[src/rtl/ssd_pkg.sv]
// ssd_pkg -- shared definitions for the seven-segment scan driver.
//   Segment order on the bus is {g,c,b,a,f,e,d} (bit6..bit0), active-high.
//   GLYPH_0..GLYPH_9 : digit patterns; GLYPH_BLANK : all segments off.
//   SEG_G..SEG_D     : bit positions of each segment within the 7-bit word.
//   bcd_to_seg()     : nibble -> glyph; codes 10..15 map to GLYPH_BLANK.
package ssd_pkg;

    localparam int SEG_G = 6;
    localparam int SEG_C = 5;
    localparam int SEG_B = 4;
    localparam int SEG_A = 3;
    localparam int SEG_F = 2;
    localparam int SEG_E = 1;
    localparam int SEG_D = 0;

    localparam logic [6:0] GLYPH_0     = 7'b0111111;
    localparam logic [6:0] GLYPH_1     = 7'b0110000;
    localparam logic [6:0] GLYPH_2     = 7'b1011011;
    localparam logic [6:0] GLYPH_3     = 7'b1111001;
    localparam logic [6:0] GLYPH_4     = 7'b1110100;
    localparam logic [6:0] GLYPH_5     = 7'b1101101;
    localparam logic [6:0] GLYPH_6     = 7'b1100111;
    localparam logic [6:0] GLYPH_7     = 7'b0111000;
    localparam logic [6:0] GLYPH_8     = 7'b1111111;
    localparam logic [6:0] GLYPH_9     = 7'b1111101;
    localparam logic [6:0] GLYPH_BLANK = 7'b0000000;

    // Non-decimal codes fall through to the blank glyph so the pins never see X.
    function automatic logic [6:0] bcd_to_seg(input logic [3:0] bcd);
        logic [6:0] seg;
        case (bcd)
            4'd0:    seg = GLYPH_0;
            4'd1:    seg = GLYPH_1;
            4'd2:    seg = GLYPH_2;
            4'd3:    seg = GLYPH_3;
            4'd4:    seg = GLYPH_4;
            4'd5:    seg = GLYPH_5;
            4'd6:    seg = GLYPH_6;
            4'd7:    seg = GLYPH_7;
            4'd8:    seg = GLYPH_8;
            4'd9:    seg = GLYPH_9;
            default: seg = GLYPH_BLANK;
        endcase
        return seg;
    endfunction

endpackage

[src/rtl/ssd_scan_mux_if.sv]
// ssd_scan_mux_if -- load handshake plus display pins of the scan driver.
//   load_valid/load_ready/load_data : packed-BCD load handshake (nibble k -> digit k)
//   blank_mask                      : live per-digit force-dark mask
//   seg_out/dig_en/frame_done       : segment pins, one-hot digit enables, frame pulse
//   master : producer of loads / consumer of pins; slave : the scan driver.
interface ssd_scan_mux_if #(
    parameter int DIGITS = 4
);

    logic                  load_valid;
    logic                  load_ready;
    logic [4*DIGITS-1:0]   load_data;
    logic [DIGITS-1:0]     blank_mask;
    logic [6:0]            seg_out;
    logic [DIGITS-1:0]     dig_en;
    logic                  frame_done;

    modport master (
        output load_valid, load_data, blank_mask,
        input  load_ready, seg_out, dig_en, frame_done
    );

    modport slave (
        input  load_valid, load_data, blank_mask,
        output load_ready, seg_out, dig_en, frame_done
    );

endinterface

[src/rtl/ssd_glyph.sv]
// ssd_glyph -- combinational BCD nibble to seven-segment glyph.
//   nib : 4-bit code in
//   seg : 7-bit active-high glyph {g,c,b,a,f,e,d}; codes 10..15 give all-off.
module ssd_glyph
    import ssd_pkg::*;
(
    input  logic [3:0] nib,
    output logic [6:0] seg
);

    // Look up the glyph for the selected nibble.
    always_comb begin
        seg = bcd_to_seg(nib);
    end

endmodule

[src/rtl/ssd_scan_mux.sv]
// ssd_scan_mux -- time-multiplexed driver for a DIGITS-wide common-cathode
// seven-segment bank with a double-buffered load path.
//   clk, rst : clock; asynchronous active-high reset
//   bus      : ssd_scan_mux_if.slave (load handshake, blank_mask, seg_out,
//              dig_en, frame_done)
// A load lands in a pending buffer and is copied to the display register only
// at a frame end, so a frame never mixes old and new digits. Each digit slot
// lasts CLK_DIV cycles and starts with BLANK_CYC dark cycles to hide ghosting.
// Optional macro SSD_LEADING_ZERO_BLANK_EN: digits above 0 that belong to a run
// of leading zeros are darkened as if masked.
module ssd_scan_mux
    import ssd_pkg::*;
#(
    parameter int DIGITS    = 4,
    parameter int CLK_DIV   = 50000,
    parameter int BLANK_CYC = 1
) (
    input  logic          clk,
    input  logic          rst,
    ssd_scan_mux_if.slave bus
);

    localparam int CNT_W = (CLK_DIV > 1) ? $clog2(CLK_DIV) : 1;
    localparam int IDX_W = (DIGITS  > 1) ? $clog2(DIGITS)  : 1;
    localparam logic [CNT_W-1:0] DIV_LAST  = CNT_W'(CLK_DIV - 1);
    localparam logic [IDX_W-1:0] IDX_LAST  = IDX_W'(DIGITS - 1);
    localparam logic [CNT_W-1:0] BLANK_END = CNT_W'(BLANK_CYC);

    logic [CNT_W-1:0]    div_cnt_r;
    logic [IDX_W-1:0]    dig_idx_r;
    logic [4*DIGITS-1:0] display_r;
    logic [4*DIGITS-1:0] pending_r;
    logic                pend_empty_r;
    logic [6:0]          seg_r;
    logic [DIGITS-1:0]   dig_en_r;
    logic                frame_done_r;

    logic                slot_term_s;
    logic                frame_term_s;
    logic                accept_s;
    logic [3:0]          nib_s;
    logic [6:0]          glyph_s;
    logic [DIGITS-1:0]   onehot_s;
    logic [DIGITS-1:0]   auto_blank_s;
    logic                in_blank_s;
    logic                dark_s;

    // Slot/frame terminal decode and handshake acceptance.
    always_comb begin
        slot_term_s  = (div_cnt_r == DIV_LAST);
        frame_term_s = slot_term_s && (dig_idx_r == IDX_LAST);
        accept_s     = bus.load_valid && pend_empty_r;
    end

    // Slot divider and digit index; the index only moves on a slot terminal.
    always_ff @(posedge clk or posedge rst) begin
        if (rst) begin
            div_cnt_r <= {CNT_W{1'b0}};
            dig_idx_r <= {IDX_W{1'b0}};
        end else if (slot_term_s) begin
            div_cnt_r <= {CNT_W{1'b0}};
            if (dig_idx_r == IDX_LAST) begin
                dig_idx_r <= {IDX_W{1'b0}};
            end else begin
                dig_idx_r <= dig_idx_r + 1'b1;
            end
        end else begin
            div_cnt_r <= div_cnt_r + 1'b1;
        end
    end

    // Double buffer: commit at frame end, otherwise accept into an empty buffer.
    // The two branches are exclusive because a commit needs a full buffer and an
    // accept needs an empty one, so a load taken on the frame-end edge waits a
    // whole frame.
    always_ff @(posedge clk or posedge rst) begin
        if (rst) begin
            display_r    <= {(4*DIGITS){1'b0}};
            pending_r    <= {(4*DIGITS){1'b0}};
            pend_empty_r <= 1'b1;
        end else if (frame_term_s && !pend_empty_r) begin
            display_r    <= pending_r;
            pend_empty_r <= 1'b1;
        end else if (accept_s) begin
            pending_r    <= bus.load_data;
            pend_empty_r <= 1'b0;
        end else begin
            pend_empty_r <= pend_empty_r;
        end
    end

    // Pick the nibble of the digit currently being scanned.
    always_comb begin
        nib_s = display_r[{dig_idx_r, 2'b00} +: 4];
    end

    ssd_glyph u_glyph (
        .nib (nib_s),
        .seg (glyph_s)
    );

`ifdef SSD_LEADING_ZERO_BLANK_EN
    // Walk down from the top digit; a digit is auto-blanked while it and all
    // digits above it are zero. Digit 0 is excluded so an all-zero word shows "0".
    always_comb begin : lz_scan
        logic zero_run;
        zero_run     = 1'b1;
        auto_blank_s = {DIGITS{1'b0}};
        for (int k = DIGITS - 1; k >= 1; k--) begin
            zero_run        = zero_run & (display_r[4*k +: 4] == 4'h0);
            auto_blank_s[k] = zero_run;
        end
    end
`else
    assign auto_blank_s = {DIGITS{1'b0}};
`endif

    // Ghost-suppression window at the head of every slot (none when BLANK_CYC is 0).
    generate
        if (BLANK_CYC == 0) begin : g_no_blank
            assign in_blank_s = 1'b0;
        end else begin : g_blank
            assign in_blank_s = (div_cnt_r < BLANK_END);
        end
    endgenerate

    // One-hot enable for the current digit and the combined dark condition.
    always_comb begin
        onehot_s            = {DIGITS{1'b0}};
        onehot_s[dig_idx_r] = 1'b1;
        dark_s              = in_blank_s || bus.blank_mask[dig_idx_r] ||
                              auto_blank_s[dig_idx_r];
    end

    // Registered pin drivers; one cycle behind the slot counters.
    always_ff @(posedge clk or posedge rst) begin
        if (rst) begin
            seg_r        <= 7'b0000000;
            dig_en_r     <= {DIGITS{1'b0}};
            frame_done_r <= 1'b0;
        end else begin
            frame_done_r <= frame_term_s;
            if (dark_s) begin
                seg_r    <= 7'b0000000;
                dig_en_r <= {DIGITS{1'b0}};
            end else begin
                seg_r    <= glyph_s;
                dig_en_r <= onehot_s;
            end
        end
    end

    assign bus.load_ready = pend_empty_r;
    assign bus.seg_out    = seg_r;
    assign bus.dig_en     = dig_en_r;
    assign bus.frame_done = frame_done_r;

endmodule

[src/flat_wrapper.sv]
// flat-port wrapper written by rule: the top's interface ports become plain ports
module ssd_scan_mux_flat import ssd_pkg::*;
#(
    parameter int DIGITS    = 4,
    parameter int CLK_DIV   = 50000,
    parameter int BLANK_CYC = 1
)
  (clk, rst, bus_load_valid, bus_load_data, bus_blank_mask, bus_load_ready, bus_seg_out, bus_dig_en, bus_frame_done);
  ssd_scan_mux_if #(.DIGITS(DIGITS)) bus_i ();
  input  logic clk;
  input  logic rst;
  input wire logic [$bits(bus_i.load_valid)-1:0] bus_load_valid;
  input wire logic [$bits(bus_i.load_data)-1:0] bus_load_data;
  input wire logic [$bits(bus_i.blank_mask)-1:0] bus_blank_mask;
  output wire logic [$bits(bus_i.load_ready)-1:0] bus_load_ready;
  output wire logic [$bits(bus_i.seg_out)-1:0] bus_seg_out;
  output wire logic [$bits(bus_i.dig_en)-1:0] bus_dig_en;
  output wire logic [$bits(bus_i.frame_done)-1:0] bus_frame_done;
  assign bus_i.load_valid = bus_load_valid;
  assign bus_i.load_data = bus_load_data;
  assign bus_i.blank_mask = bus_blank_mask;
  assign bus_load_ready = bus_i.load_ready;
  assign bus_seg_out = bus_i.seg_out;
  assign bus_dig_en = bus_i.dig_en;
  assign bus_frame_done = bus_i.frame_done;
  ssd_scan_mux #(.DIGITS(DIGITS), .CLK_DIV(CLK_DIV), .BLANK_CYC(BLANK_CYC)) u_core (.clk(clk), .rst(rst), .bus(bus_i));
endmodule
[config.mk]
export PLATFORM = sky130hd
export DESIGN_NAME = ssd_scan_mux_flat
export DESIGN_NICKNAME = d
export VERILOG_FILES = /design/src/rtl/ssd_pkg.sv /design/src/rtl/ssd_scan_mux_if.sv /design/src/rtl/ssd_glyph.sv /design/src/rtl/ssd_scan_mux.sv /design/src/flat_wrapper.sv
export SDC_FILE = /design/constraint.sdc
export NUM_CORES = 1
export LEC_CHECK = 0
export CAP_MARGIN = 10
export CORE_MARGIN = 1.5
export CORE_UTILIZATION = 55
export CTS_CLUSTER_DIAMETER = 200
export DETAILED_ROUTE_END_ITERATION = 12
export PLACE_DENSITY_LB_ADDON = 0.2
export SYNTH_ARGS = -nofsm -noshare
export SYNTH_HDL_FRONTEND = slang
export SYNTH_SLANG_ARGS = --single-unit
[constraint.sdc]
create_clock -name clk -period 2.42 [get_ports clk]
set_clock_uncertainty 0.1 [all_clocks]
set_input_delay 0.605 -clock clk [delete_from_list [all_inputs] [get_ports clk]]
set_output_delay 0.605 -clock clk [all_outputs]
set_load 0.01 [all_outputs]
Word-level counts from Yosys, hierarchy flattened --
Memories as Yosys holds them, arrays and structs flattened. Index checks and enable logic that the tools add are counted.
Operators by class: equal/unequal tests 2, reductions and logical operators 9, mux-type cells 12, magnitude comparators 3, add/sub/neg operators 2, shifts and indexed selects 1, bitwise operators 1
Operators with widths (number):
- $add 16x1->16 const B | 1
- $eq 16x16->1 const B | 1
- $lt 16x1->1 const B | 1
- $mux 16 | 1
- $shiftx 16x5->4 | 1
- $mux 7 | 1
- $mux 1 | 5
- $bmux 1 s2 | 2
- $logic_and 1x1->1 | 4
- $mux 4 | 1
- $lt 2x3->1 const B | 1
- $add 2x1->2 const B | 1
- $demux 1 s2 | 1
- $eq 2x2->1 const B | 1
- $ge 2x1->1 const B | 1
- $logic_or 1x1->1 | 2
- $mux 2 | 1
- $reduce_and 2->1 | 1
- $reduce_bool 2->1 | 1
- $logic_not 1->1 | 1
- $not 1->1 | 1
Word-level totals: input bits 23, register bits 63, memories 1, bits in read-only memories 112
Memories:
- (no name shown) | depth 16, width 7, rd ports 1, clocked after memory_dff 0, wr ports 0, RTL line ssd_pkg.sv:31 | case (bcd)

Depth between registers and ports, before layout --
Gate-level depths: netlist of the first run.
word-level depth 5, mapped depth 8

By module --
A second synthesis of the first run with hierarchy kept.
Unflattened totals: cell total of the unflattened synthesis 222, area, all modules 2901.5 µm²
By module, submodules not included:
- ssd_scan_mux | area an instance 2695.1 µm², sequential area each 1577.8 µm², instances 1, cells each 195
- ssd_glyph | area an instance 206.4 µm², sequential area each 0.0 µm², instances 1, cells each 27

Worst setup path after synthesis of the first run --
Ideal clock, no wire load.
path kind register to register, start register u_core.dig_idx_r[0], end register u_core.seg_r[0], in the netlist u_core.bus.seg_out[0], setup time 78 ps, stages on the path, launching flop included 7, data required time 2242 ps, slack 386 ps, arrival time 1856 ps, cells stage by stage dfrtp_1 -> buf_2 -> mux4_2 -> ha_1 -> or2_2 -> a21o_1 -> a21oi_1
Between the ends: cells in the longest elaborated chain, start to end 5
RTL lines:
- from (decl) | RTL line ssd_scan_mux.sv:30 | logic [IDX_W-1:0] dig_idx_r;
- from (signal assigned) | RTL line ssd_scan_mux.sv:59 | dig_idx_r <= {IDX_W{1'b0}};
- from (signal assigned) | RTL line ssd_scan_mux.sv:63 | dig_idx_r <= {IDX_W{1'b0}};
- from (signal assigned) | RTL line ssd_scan_mux.sv:65 | dig_idx_r <= dig_idx_r + 1'b1;
- parallel branches: the longest is 4 deep, another holds $mem_v2 16x7
- $mux 7 (*) | RTL line ssd_scan_mux.sv:143 | if (dark_s) begin
- to (signal assigned) | RTL line ssd_scan_mux.sv:147 | seg_r <= glyph_s;
- to (decl) | RTL line ssd_scan_mux.sv:34 | logic [6:0] seg_r;
Mark *: on every way between the ends. The select of a mux whose other input is x is not followed. A chain may end at the register's enable or synchronous reset.

Worst setup path after layout of the first run --
Ends and elaborated chain as after synthesis.

==> results of run 1 <==
==> sequential cells by signal, indices dropped and copies added (netlist names) <==
name,flops
u_core.bus.dig_en,4
u_core.bus.frame_done,1
u_core.bus.load_ready,1
u_core.bus.seg_out,7
u_core.dig_idx_r,2
u_core.display_r,16
u_core.div_cnt_r,16
u_core.pending_r,16
==> kinds of logic after synthesis <==
family	share of synthesized area, %
compound gates	3.305
xor+xnor	3.605
fa+ha+maj	4.292
buf+inv	3.991
flops	54.12
mux	17.77
simple gates	12.92
==> worst max-delay path, delay by kind of cell, from the launching register on <==
kind | cells | cell delay (ns)
and+or+nand+nor | 1 | 0.28
adders and majority gates | 1 | 0.20
AOI/OAI and AO/OA | 2 | 0.32
DFF | 1 | 0.61
muxes | 1 | 0.62
==> stage by stage <==
| stage | hold WS [ns] | instances | power [mW] | setup slack, ns |
|---|---|---|---|---|
| detailed placement | 0.3904 | 332 | 1.241 | 0.1475 |
| CTS | 0.4041 | 346 | 1.962 | 0.1630 |
| global route | 0.4055 | 346 | 2.027 | 0.04068 |
| global placement | 0.3829 | 332 | 1.235 | 0.1950 |
| finish | 0.3986 | 346 | 1.934 | 0.2054 |
| floorplan | 0.3683 | 230 | 1.173 | 0.1469 |
==> final cells by class <==
| type | count | area, µm² |
|---|---|---|
| clock buffers | 12 | 135.1 |
| clock inverters | 2 | 10.01 |
| multi-input cells | 143 | 1221 |
| inverters | 17 | 63.81 |
| fillers | 390 | 1619 |
| flip-flops and latches | 63 | 1578 |
| repair buffers | 39 | 392.9 |
| well taps | 70 | 87.58 |
==> placed cells by master (no fill, tap or decap), types with 2 or more instances in the layout <==
cell             instances
a21o_1                   3
a21oi_1                  6
and2_1                   3
and4_1                   3
buf_4                    3
clkbuf_1                 3
clkbuf_8                 9
clkdlybuf4s50_1         35
clkinv_2                 2
dfrtp_1                 62
ha_1                    10
inv_1                   16
mux2_2                  24
mux2_4                   9
mux4_2                   5
nand2_1                  7
nand2b_1                 4
nand3_1                  9
nand4_1                  3
nor2_1                  18
nor2b_1                  5
nor3_1                   3
nor4_1                   3
o21ai_0                  3
or2_2                    2
or3_1                    3
xnor2_1                  7
xor2_1                   5
==> routing by layer <==
layer / global-route usage, % / wire [µm]
met5: 0 / 0
met4: 7.738 / 100
met3: 7.937 / 177
met2: 33.53 / 2458
met1: 24.98 / 2196
==> worst max-delay path by stage <==
stage / startpoint / endpoint / cells after the start / slack [ns]
after floorplan: rst / u_core.bus.dig_en[0]$_DFF_PP0_ / 1 / 0.15
after global placement: bus_blank_mask[3] / u_core.bus.seg_out[6]$_DFF_PP0_ / 4 / 0.19
after detailed placement: bus_blank_mask[3] / u_core.bus.seg_out[0]$_DFF_PP0_ / 4 / 0.15
after CTS: u_core.dig_idx_r[0]$_DFFE_PP0N_ / u_core.bus.seg_out[0]$_DFF_PP0_ / 5 / 0.16
after global routing: u_core.dig_idx_r[0]$_DFFE_PP0N_ / u_core.bus.seg_out[0]$_DFF_PP0_ / 5 / 0.04
final: u_core.dig_idx_r[0]$_DFFE_PP0N_ / u_core.bus.seg_out[0]$_DFF_PP0_ / 5 / 0.21
==> power breakdown <==
part / switching, mW / internal (mW) / leakage (nW)
combinational: 0.0412 / 0.0698 / 0.723
sequential: 0.0170 / 1.09 / 0.821
clock: 0.358 / 0.357 / 0.0761
total: 0.417 / 1.52 / 1.62
==> reports/results.txt, run 1 <==
Flop-to-flop setup slack -> 0.21 ns
Synth top area share -> 53.22%
Nets -> 306
Register-to-Register Path Depth -> 5
Pleak -> 1.620 nW
Post-Syn Area -> 2915 µm²
Leading area contributor after synthesis -> dfrtp_1
Yosys warning count -> 0
Max Slew Vio Count -> 0
Dpl cell area -> 3343 µm²
Clk_lat worst skew -> 0.34 ns
Post-CTS Setup Repair Bufs -> 0
Routed length per instance -> 14.26 µm
Post-route DRC -> 0
Most common flop cell mapped by yosys -> dfrtp_1
Top cells by count, synth -> dfrtp_1, mux2_2, nor2_1, inv_1, ha_1
Largest net degree at the start of global routing -> 64
Pwr/cell area -> 554.5 nW/µm²
Crit path largest cell delay -> 0.62 ns
Setup TNS Final -> 0 ns
Worst Hold Class -> reg -> reg
Hold path endpoint -> u_core.display_r[1]$_DFFE_PP0P_
Fin crit share -> 91.51%
Least-Margin Pin Slew -> 0.8563 ns
RSZ-0062 raised after global routing -> false
Worst vdd ir -> 0.4534 mV
IO Pins -> 36
Vias in the first global route -> 1,785
Max-Slew Margin vs Limit -> 42.80%
DP Wirelength -> 3434 µm
Critical path type -> reg -> reg
CTS tree -> done
Cts hold-fix bufs -> 0
Final Util -> 68.30%
Max Cap Violations -> 0
Critical path cell sequence -> mux4_2 -> ha_1 -> or2_2 -> a21o_1 -> a21oi_1
Remaining global-route overflow -> 0
Most frequent cell after synthesis -> dfrtp_1
Die span in x -> 75.81 µm
Initial Utilization -> 57.08%
CP Capture Type -> register
Count of final setup violators -> 0
Mapped Cells -> 230
GRT Overall Usage -> 20.62%
Critical R2R Launch -> u_core.dig_idx_r[0]$_DFFE_PP0N_
Clk sink count -> 63
Synth cell types -> 36
Hold Crit Start -> u_core.pending_r[1]$_DFFE_PP0P_
Max clock buf depth -> 2
Drt pass-1 iters -> 4
Iter 0 DRT Violations -> 129
DR vias/cell -> 5.191
WP data arrival -> 2.37 ns
Syn_nets -> 263
CP startpoint kind -> register
Top cells by area in the synthesized netlist -> dfrtp_1, mux2_2, mux2_4
Num CTS Buffers -> 9
H-Tree Level Count -> 3
Design Area, Final -> 3488 µm²
FP Rows -> 26
Max Clock Freq -> 451.6 MHz
Gp weighted congestion -> 0.8517
Status -> finished clean
CTS-repair resized insts -> 0
Drt total wl -> 4933 µm
FFs w/ async S/R, synth -> 100.0%
Area grow syn2layout -> 19.66%
Ant. Diodes -> 0
Via count -> 1,796
Flops & latches, synth -> 63
Worst r2r dst -> u_core.bus.seg_out[0]$_DFF_PP0_
Die area -> 5746 µm²
Crit Path Max Fanout -> 9
CTS Root Cell -> clkbuf_8
Core area -> 5107 µm²
WHS Path Cells -> 1
IO buf count -> 35
Post-synth EDFFs -> 0
CP required -> 2.57 ns
Mean Syn Cell Area -> 12.68 µm²
Initial antenna violation count -> 0
Hold violation count in the final report -> 0
Share of layout cells above drive strength 1 -> 21.74%
Period minus WS final -> 2.215 ns
First-pass GRT wire length -> 8335 µm
Die Height -> 75.81 µm
Slowest cell on the critical path -> mux4_2
Sequential element share of the synthesized area -> 54.12%
Final ANT Viol Nets -> 0
Worst-path clk slew -> 0.06 ns
No activity file was read; power rests on OpenSTA's default activity.
==> inputs of run 2 (changes only) <==
--- a/config.mk
+++ b/config.mk
@@ -5,7 +5,7 @@
 export SDC_FILE = /design/constraint.sdc
 export NUM_CORES = 1
 export LEC_CHECK = 0
-export CAP_MARGIN = 10
+export CAP_MARGIN = 20
 export CORE_MARGIN = 1.5
 export CORE_UTILIZATION = 55
 export CTS_CLUSTER_DIAMETER = 200
==> results of run 2 <==
Same layout as run 1: the final DEF is identical, and so are final timing and power.
